===== src/rtl/regfile_selfcheck_pkg.sv =====
// Shared types for the run-then-check regfile harness.
// Sequencer state encoding used by regfile_selfcheck.
package regfile_selfcheck_pkg;

  localparam int STATE_W = 3;

  typedef enum logic [STATE_W-1:0] {
    IDLE  = 3'd0,
    RUN   = 3'd1,
    CHECK = 3'd2,
    DRAIN = 3'd3,
    DONE  = 3'd4
  } state_t;

endpackage


===== src/rtl/selfcheck_compare.sv =====
// One-stage compare/accumulate against the expected-value ROM.
// REGFILE_SELFCHECK_MASK_EN adds a per-register compare mask.
module selfcheck_compare
  import regfile_selfcheck_pkg::*;
#(
  parameter int ADDR_W = 5,
  parameter int DATA_W = 32
) (
  input  logic              clock,
  input  logic              reset_n,
  input  logic              clr,
  input  logic              issue,
  input  logic [ADDR_W-1:0] idx,
  input  logic [DATA_W-1:0] act,
  input  logic [DATA_W-1:0] exp_data,
`ifdef REGFILE_SELFCHECK_MASK_EN
  input  logic [DATA_W-1:0] exp_mask,
`endif
  output logic [ADDR_W:0]   error_count,
  output logic [ADDR_W-1:0] first_fail_reg,
  output logic [DATA_W-1:0] first_fail_act
);

  logic              vld_q;
  logic [ADDR_W-1:0] idx_q;
  logic [DATA_W-1:0] act_q;
  logic [DATA_W-1:0] diff;
  logic              miss;

`ifdef REGFILE_SELFCHECK_MASK_EN
  assign diff = (act_q ^ exp_data) & exp_mask;
`else
  assign diff = act_q ^ exp_data;
`endif

  // ROM data lags the issued address by one cycle, so compare the held sample
  assign miss = vld_q && (|diff);

  always_ff @(posedge clock or negedge reset_n) begin
    if (!reset_n) begin
      vld_q          <= 1'b0;
      idx_q          <= '0;
      act_q          <= '0;
      error_count    <= '0;
      first_fail_reg <= '0;
      first_fail_act <= '0;
    end else begin
      vld_q <= issue;
      if (issue) begin
        idx_q <= idx;
        act_q <= act;
      end
      if (clr) begin
        error_count    <= '0;
        first_fail_reg <= '0;
        first_fail_act <= '0;
      end else if (miss) begin
        error_count <= error_count + 1'b1;
        if (error_count == '0) begin
          first_fail_reg <= idx_q;
          first_fail_act <= act_q;
        end
      end
    end
  end

endmodule


===== src/rtl/regfile_selfcheck.sv =====
// Run-then-check harness: runs the CPU, then sweeps the regfile vs a ROM.
// REGFILE_SELFCHECK_MASK_EN adds the exp_mask input.
module regfile_selfcheck
  import regfile_selfcheck_pkg::*;
#(
  parameter int NUM_REGS = 32,
  parameter int ADDR_W   = 5,
  parameter int DATA_W   = 32,
  parameter int CYC_W    = 16
) (
  input  logic              clock,
  input  logic              reset_n,
  input  logic              start,
  input  logic [CYC_W-1:0]  run_cycles,
  input  logic              rwe,
  input  logic [ADDR_W-1:0] rd,
  input  logic [ADDR_W-1:0] rs1_cpu,
  output logic [ADDR_W-1:0] rs1_out,
  input  logic [DATA_W-1:0] reg_data,
  output logic [ADDR_W-1:0] exp_addr,
  input  logic [DATA_W-1:0] exp_data,
`ifdef REGFILE_SELFCHECK_MASK_EN
  input  logic [DATA_W-1:0] exp_mask,
`endif
  output logic              test_mode,
  output logic              busy,
  output logic              done,
  output logic              pass,
  output logic [ADDR_W:0]   error_count,
  output logic [ADDR_W-1:0] first_fail_reg,
  output logic [DATA_W-1:0] first_fail_act,
  output logic [CYC_W-1:0]  write_count
);

  localparam logic [ADDR_W-1:0] LAST_IDX = ADDR_W'(NUM_REGS - 1);

  state_t            state_q;
  logic              armed_q;
  logic [CYC_W-1:0]  cyc_q;
  logic [CYC_W-1:0]  run_len_q;
  logic [ADDR_W-1:0] idx_q;
  logic              start_ok;
  logic              issue;
  logic              run_end;

  // armed_q blocks a start seen on the same edge that reset releases
  assign start_ok = start && armed_q &&
                    (state_q == IDLE || state_q == DONE);
  assign issue    = (state_q == CHECK);
  assign run_end  = (cyc_q == run_len_q - CYC_W'(1));

  assign test_mode = (state_q == CHECK) || (state_q == DRAIN);
  assign busy      = (state_q == RUN) || test_mode;
  assign done      = (state_q == DONE);
  assign pass      = done && (error_count == '0);
  assign rs1_out   = test_mode ? idx_q : rs1_cpu;
  assign exp_addr  = issue ? idx_q : '0;

  always_ff @(posedge clock or negedge reset_n) begin
    if (!reset_n) begin
      state_q     <= IDLE;
      armed_q     <= 1'b0;
      cyc_q       <= '0;
      run_len_q   <= '0;
      idx_q       <= '0;
      write_count <= '0;
    end else begin
      armed_q <= 1'b1;
      unique case (state_q)
        IDLE, DONE: begin
          if (start_ok) begin
            run_len_q   <= run_cycles;
            cyc_q       <= '0;
            write_count <= '0;
            idx_q       <= '0;
            state_q     <= (run_cycles == '0) ? CHECK : RUN;
          end
        end
        RUN: begin
          cyc_q <= cyc_q + CYC_W'(1);
          if (rwe && rd != '0 && write_count != '1)
            write_count <= write_count + CYC_W'(1);
          if (run_end)
            state_q <= CHECK;
        end
        CHECK: begin
          if (idx_q == LAST_IDX)
            state_q <= DRAIN;
          else
            idx_q <= idx_q + ADDR_W'(1);
        end
        DRAIN: state_q <= DONE;
        default: state_q <= IDLE;
      endcase
    end
  end

  selfcheck_compare #(
    .ADDR_W (ADDR_W),
    .DATA_W (DATA_W)
  ) u_cmp (
    .clock          (clock),
    .reset_n        (reset_n),
    .clr            (start_ok),
    .issue          (issue),
    .idx            (idx_q),
    .act            (reg_data),
    .exp_data       (exp_data),
`ifdef REGFILE_SELFCHECK_MASK_EN
    .exp_mask       (exp_mask),
`endif
    .error_count    (error_count),
    .first_fail_reg (first_fail_reg),
    .first_fail_act (first_fail_act)
  );

endmodule


===== config.mk =====
export PLATFORM = sky130hd
export DESIGN_NAME = regfile_selfcheck
export DESIGN_NICKNAME = d
export VERILOG_FILES = /design/src/rtl/regfile_selfcheck_pkg.sv /design/src/rtl/selfcheck_compare.sv /design/src/rtl/regfile_selfcheck.sv
export SDC_FILE = /design/constraint.sdc
export NUM_CORES = 1
export LEC_CHECK = 0
export ABC_AREA = 1
export BUFFER_PORTS_ARGS = -buffer_cell sky130_fd_sc_hd__buf_2
export CAP_MARGIN = 10
export CORE_UTILIZATION = 60
export CTS_BUF_LIST = sky130_fd_sc_hd__clkbuf_4 sky130_fd_sc_hd__clkbuf_8
export DETAILED_ROUTE_END_ITERATION = 7
export PLACE_DENSITY = 0.84
export SYNTH_ARGS = -nofsm -noshare
export SYNTH_HDL_FRONTEND = slang
export SYNTH_HIERARCHICAL = 1
export SYNTH_SLANG_ARGS = --single-unit

===== constraint.sdc =====
create_clock -name clock -period 4.38 [get_ports clock]
set_clock_uncertainty 0.05 [all_clocks]
set_input_delay 0.438 -clock clock [delete_from_list [all_inputs] [get_ports clock]]
set_output_delay 0.438 -clock clock [all_outputs]
set_load 0.1 [all_outputs]

==> impl_metrics.yaml, run 1 <==
run_status:
  status: "completed"
cells_and_area:
  area_growth_pct: 17.4
  reg_top3: "u_cmp/act_q x32, u_cmp/first_fail_act x32"
  drive_gt1_share_pct: 22.4
  finalNetCount: 1250
  final_cell_area_um2: 9020
  utilization_pct: 73.6
  diodes: 0
  layout.cells.non_filler: 1330
drt:
  route.vias.total: 6927
  vias_per_cell: 5.21
  drcViolationCount: 0
  drt-total-wl_mm: 18.1
  firstDrtPassIters: 5
  wl_per_cell_um: 13.6
  ant_nets: 0
  drt_iter0_markers: 557
sta:
  final-setup-viol-count: 0
  fin_crit_sh_pct: 61.2
  rsz0062_at_grt: "no"
  clock.fmax_mhz: 373
  worst_pin_slew_ps: 1000
  relSlewSlack_pct: 33.2
  hold_violations: 0
  whs_ps: 81.2
  fin_crit_ps: 2680
  drv_slew: 0
die:
  die_w_um: 115
  start_util_pct: 62.6
  fp-row-count: 40
  chipHeight_um: 115
  dieArea_um2: 13300
  io_pins: 167
  coreArea_um2: 12300
setup_path:
  worstPathArrival_ps: 2950
  end_kind: "flip-flop"
  crit_fanout: 22
  critPathRequiredTime_ps: 4650
  criticalPathCategory: "reg -> reg"
  worstSetupStartpointType: "flip-flop"
global_routing:
  overflow: 0
  grt_start_max_net_pins: 114
  antenna_found_initial: 0
  track_usage_pct: 29.0
  grt_pass1_vias: 6501
  grt_pass1_wl_mm: 29.7
placed_design:
  placed_area_um2: 8540
  place_hpwl_mm: 12.7
  gp_congestion: 0.905
  dpl.cell_count: 1298
  portBuffers: 166
run:
  cap_viol_max_count: 0
clock_tree:
  cts.sinks: 138
  clk_pin_slew_ps: 80
  clock_path_buffers: 2
  cts_setup_buffers: 0
  cts_buffers: 17
  clkLatencyLatePin_ps: 450
  cts_tree: "yes"
  cts_root_buf: "clkbuf_8"
  htreeDepth: 4
  cts_repair_resize_count: 0
  postCtsHoldBufs: 0
synth:
  syn_inst: 994
  avgSynthCellArea_um2: 7.73
  synth_top_area_share_pct: 45.0
  ys_seq_area_share_pct: 45.0
  synth.distinct_cells: 47
  synth_area_um2: 7680
  async_flop_share_pct: 100
  synth_area_leaders: "dfrtp_1 (45%), nand2_1 (14%), o21ai_0 (5.9%), inv_1 (5.8%), nor2_1 (5.3%)"
  synth_top_flop_cell: "dfrtp_1"
  synth-edff-count: 0
  synth_seq_cells: 138
  synth_nets: 1095
  synth-warning-count: 6
  yosys.area.top_type: "dfrtp_1"
pwr:
  design_power_total_uw: 7090
  clock_power_share_pct: 17.0
  p_switching_uw: 3780
  power.internal_uw: 3320
  pwr_density_cell_nw_per_um2: 786
  vdd_ir_drop_max_mv: 0.459
  seq_power_share_pct: 30.3
  swShare_pct: 53.2
  comb_power_share_pct: 52.7
  p_leak_uw: 0.00477
worst_hold_path:
  hold_path_class: "in -> async"
stage by stage:
stage / TNS [ps] / setup slack, ps
2_1_floorplan: -1790 / -357
3_3_place_gp: 0 / 1780
3_5_place_dp: 0 / 1700
4_1_cts: 0 / 1700
5_1_grt: 0 / 1430
6_report: 0 / 1700
cell type report:
| class | count | area, um^2 |
|---|---|---|
| inverters | 128 | 480 |
| clock buffers | 23 | 317 |
| repair buffers | 170 | 867 |
| multi-input cells | 694 | 3530 |
| fillers | 982 | 3240 |
| clock inverters | 9 | 158 |
| flip-flops and latches | 138 | 3450 |
| well taps | 168 | 210 |
synth_stat cells (2+ instances only):
cell / instances
buf_2: 5
mux2i_1: 2
ha_1: 7
buf_12: 4
nor4_1: 5
dfrtp_1: 138
nand2_2: 2
a22oi_1: 2
xnor2_1: 27
o22ai_1: 2
clkbuf_1: 20
nor2_1: 108
nor2_4: 3
buf_4: 3
o21ai_0: 90
a21oi_1: 9
nor3_1: 10
nor2_2: 3
xor2_1: 20
nor3_2: 2
nand4_1: 12
nand3b_1: 5
inv_1: 119
nand3_1: 40
inv_2: 8
nand2_1: 293
nor3b_1: 2
o31ai_1: 3
nand3_2: 32
routing by layer:
layer,GRT usage (%),vias to the layer above,wire (um)
met5,0,-,0
met2,47.7,247,8690
met4,11.3,0,316
met1,37.9,3231,7910
li1,-,3418,-
met3,5.96,31,1150
cell families after synthesis:
kind of cell / synth area share (%)
other: 0.0488
adders and majority gates: 1.14
muxes: 0.456
xor gates and xnor gates: 5.36
DFF: 45.0
AOI/OAI and AO/OA: 7.74
and+or+nand+nor: 31.2
buffers and inverters: 9.09
cell usage in the layout, fill, tap and decap left out, types with 3 or more instances in the layout:
cell type | synthesis | layout
a21oi_1 | 9 | 9
buf_2 | 5 | 165
buf_4 | 3 | 4
bufinv_16 | 0 | 4
clkbuf_8 | 0 | 23
dfrtp_1 | 138 | 138
ha_1 | 7 | 7
inv_1 | 119 | 119
inv_2 | 8 | 9
nand2_1 | 293 | 293
nand3_1 | 40 | 40
nand3_2 | 32 | 32
nand3b_1 | 5 | 5
nand4_1 | 12 | 12
nor2_1 | 108 | 108
nor2_4 | 3 | 4
nor3_1 | 10 | 10
nor4_1 | 5 | 5
o21ai_0 | 90 | 90
o31ai_1 | 3 | 3
xnor2_1 | 27 | 27
xor2_1 | 20 | 20
path summary, 6_finish.rpt:
check / from / endpoint / slack (ps) / depth (start not counted)
setup / recovery: state_q[0] / write_count[9] / 1700 / 8
hold / removal: reset_n / u_cmp/act_q[19] / 80 / 1
setup reg to reg: state_q[0] / write_count[9] / 1700 / 8
hold reg to reg: cyc_q[15] / cyc_q[15] / 450 / 1
max in group asynchronous: reset_n / cyc_q[5] / 3240 / 2
min in group clock: reg_data[19] / u_cmp/act_q[19] / 150 / 3
power groups by stage:
stage	clock network, uW	registers, uW	logic [uW]
2_1_floorplan	0	3390	1800
3_3_place_gp	0	2140	3640
3_5_place_dp	0	2170	3710
4_1_cts	1230	2140	3740
5_1_grt	1290	2210	4040
6_report	1210	2150	3740
critical path, stage by stage (launching register included):
cell     delay (ps)
dfrtp_1         430
nor2_1          290
inv_2           100
nor2_4          420
inv_1           470
nand2_2         430
nand4_1         160
xor2_1          170
nor2_1           50
Power figures use the tool's default switching activity.
==> run 2, diff against run 1 <==
Settings changed: ABC_AREA 1 to 0, CORE_UTILIZATION 60 to 50, PLACE_DENSITY 0.84 to 0.75.
Clock period 4.38 ns to 2.2 ns, I/O delays scaled along.
==> impl_metrics.yaml, run 2 <==
setup_path:
  r2r-end: "state_q[0]"
  r2r_start: "run_len_q[10]"
  criticalPathCategory: "reg -> reg"
  cp_num_buf_inv: 0
  end_kind: "flip-flop"
  critPathRequiredTime_ps: 2520
  max_stage_delay_ps: 530
  worstPathArrival_ps: 2520
  crit_chain: "or4_4, or3_4, o21ai_0, a31oi_1, o32ai_2, a21o_1"
  rrSetupSlack_ps: 3
  reg2regPathDepth: 6
  crit_fanout: 4
  cp_top_family: "simple AND/OR/NAND/NOR gates"
  worstSetupStartpointType: "flip-flop"
  worst_path_max_delay_cell: "or4_4"
die:
  dieArea_um2: 14400
  io_pins: 167
  coreArea_um2: 13400
  fp-row-count: 42
  chipHeight_um: 120
  start_util_pct: 51.9
  die_w_um: 120
synth:
  synth_top_area_share_pct: 49.6
  yosysMostFrequentCell: "dfrtp_1"
  avgSynthCellArea_um2: 10.4
  ys_top_cells_by_count: "dfrtp_1 (138), nand2_1 (88), nor2_1 (79), xnor2_1 (54), mux2i_1 (43)"
  synth_nets: 772
  synth.distinct_cells: 59
  synth_seq_cells: 138
  synth-edff-count: 0
  ys_seq_area_share_pct: 49.6
  synth_area_leaders: "dfrtp_1 (50%), xnor2_1 (6.8%), mux2_2 (6.3%), mux2i_1 (6.2%), nand2_1 (4.7%)"
  synth_area_um2: 6960
  synth_top_flop_cell: "dfrtp_1"
  synth-warning-count: 6
  yosys.area.top_type: "dfrtp_1"
  syn_inst: 671
  async_flop_share_pct: 100
cells_and_area:
  drive_gt1_share_pct: 34.6
  final_cell_mix: "buf_2 (153), dfrtp_1 (119), nand2_1 (88), nor2_1 (78), xnor2_1 (54)"
  area_growth_pct: 33.8
  diodes: 0
  reg_top3: "u_cmp/act_q x32, u_cmp/first_fail_act x32"
  layout_commonest_cell: "buf_2"
  finalNetCount: 1018
clock_tree:
  htreeDepth: 4
  clock_path_buffers: 2
  cts_buffers: 17
  clk_pin_slew_ps: 80
  cts.sinks: 138
  clkLatencyLatePin_ps: 440
  cts_root_buf: "clkbuf_8"
  cts_tree: "yes"
sta:
  hold_violations: 0
  whs_ps: 74.9
  rsz0062_at_grt: "yes"
  setup-tns-final_ps: 0
  final-setup-viol-count: 0
  fin_crit_ps: 2200
  setup_ws_ps: 2.90
  fin_crit_sh_pct: 99.9
  worst_pin_slew_ps: 530
  clock.fmax_mhz: 455
  drv_slew: 0
  relSlewSlack_pct: 64.7
drt:
  drt_iter0_markers: 377
  wl_per_cell_um: 16.7
  drt-total-wl_mm: 18.5
  vias_per_cell: 5.43
  ant_nets: 0
  route.vias.total: 6008
  firstDrtPassIters: 5
  drcViolationCount: 0
global_routing:
  grt_start_max_net_pins: 59
  grt_pass1_vias: 6019
  overflow: 0
  antenna_found_initial: 0
  grt_pass1_wl_mm: 29.0
  track_usage_pct: 25.9
worst_hold_path:
  min_from: "start"
  hold_path_end: "state_q[2]"
  whs_path_depth: 3
  hold_path_class: "in -> reg"
pwr:
  vdd_ir_drop_max_mv: 0.935
  pwr_density_cell_nw_per_um2: 798
  design_power_total_uw: 7420
  p_leak_uw: 0.00449
run_status:
  status: "completed"
placed_design:
  portBuffers: 166
  gp_congestion: 0.918
  dp_slack_ps: -107
  place_hpwl_mm: 12.7
run:
  cap_viol_max_count: 0
-- run 2: cell count changes after synthesis, moves of 9 or more --
cell     delta
nand2_1   -205
inv_1     -108
o21ai_0    -64
mux2i_1    +41
mux2_2     +39
nand3_2    -32
nor2_1     -29
xnor2_1    +27
nand3_1    -24
xor2_1     -11
and3_1      +9
-- run 2: cell families after synthesis --
group | Yosys count | share of synthesized area, %
AOI/OAI and AO/OA | 70 | 6.78
adders and majority gates | 7 | 1.26
buffers and inverters | 40 | 3.02
muxes | 82 | 12.5
other | 1 | 0.0539
xor gates and xnor gates | 63 | 7.93
and+or+nand+nor | 270 | 18.8
DFF | 138 | 49.6
-- run 2: worst reg2reg max path: stages, from the launching register on --
cell	delay, ps
dfrtp_1	450
or4_4	530
or3_4	370
o21ai_0	210
a31oi_1	150
o32ai_2	270
a21o_1	110
-- run 2: final cells by class --
type | instances | area, um^2
clock buffer | 19 | 249
clock inverter | 13 | 169
fill | 986 | 4090
inverter | 12 | 46.3
multi-input combinational | 493 | 3370
sequential | 138 | 3500
tap | 176 | 220
timing repair buffer | 255 | 1760
-- run 2: metal layers --
metal	global-route usage [%]	vias up	wire length, um	part of all wire [%]
met1	30.8	2932	7600	41
met5	0	-	0	0
li1	-	2820	-	-
met2	46.6	232	9540	52
met3	5.42	24	1100	6.0
met4	7.89	0	244	1.3
-- run 2: worst max-delay path by stage --
stage,cells after the start,start,endpoint,slack [ps]
2_1_floorplan,6,state_q[2],u_cmp/act_q[10],7
3_3_place_gp,8,run_len_q[0],state_q[0],0.4
3_5_place_dp,8,run_len_q[0],state_q[0],-110
4_1_cts,8,run_len_q[0],state_q[0],-80
5_1_grt,6,state_q[1],cyc_q[14],-100
6_report,6,run_len_q[10],state_q[0],3
-- run 2: report_power, final --
group	leakage, uW	switching, uW	total (uW)	internal (uW)
Combinational	0.00246	1210	2030	819
Sequential	0.00183	412	3230	2820
Clock	0.000200	1010	2170	1160
-- run 2: what timing repair did --
item / CTS / global route
pin swaps: 3 / 8
buffers inserted: 2 / 5
endpoints found under the setup margin: 15 / 23
hold endpoints to repair: 136 / 0
hold buffers: 49 / 0
gates resized for setup: 9 / 12
-- run 2: per-stage QoR --
| stage | cell area [um^2] | instances | utilization, % |
|---|---|---|---|
| 2_1_floorplan | 7010 | 671 | - |
| 3_3_place_gp | 8280 | 1018 | 61.8 |
| 3_5_place_dp | 8280 | 1018 | 61.8 |
| 4_1_cts | 9240 | 1101 | 68.9 |
| 5_1_grt | 9310 | 1106 | 69.5 |
| 6_report | 9310 | 1106 | 69.5 |
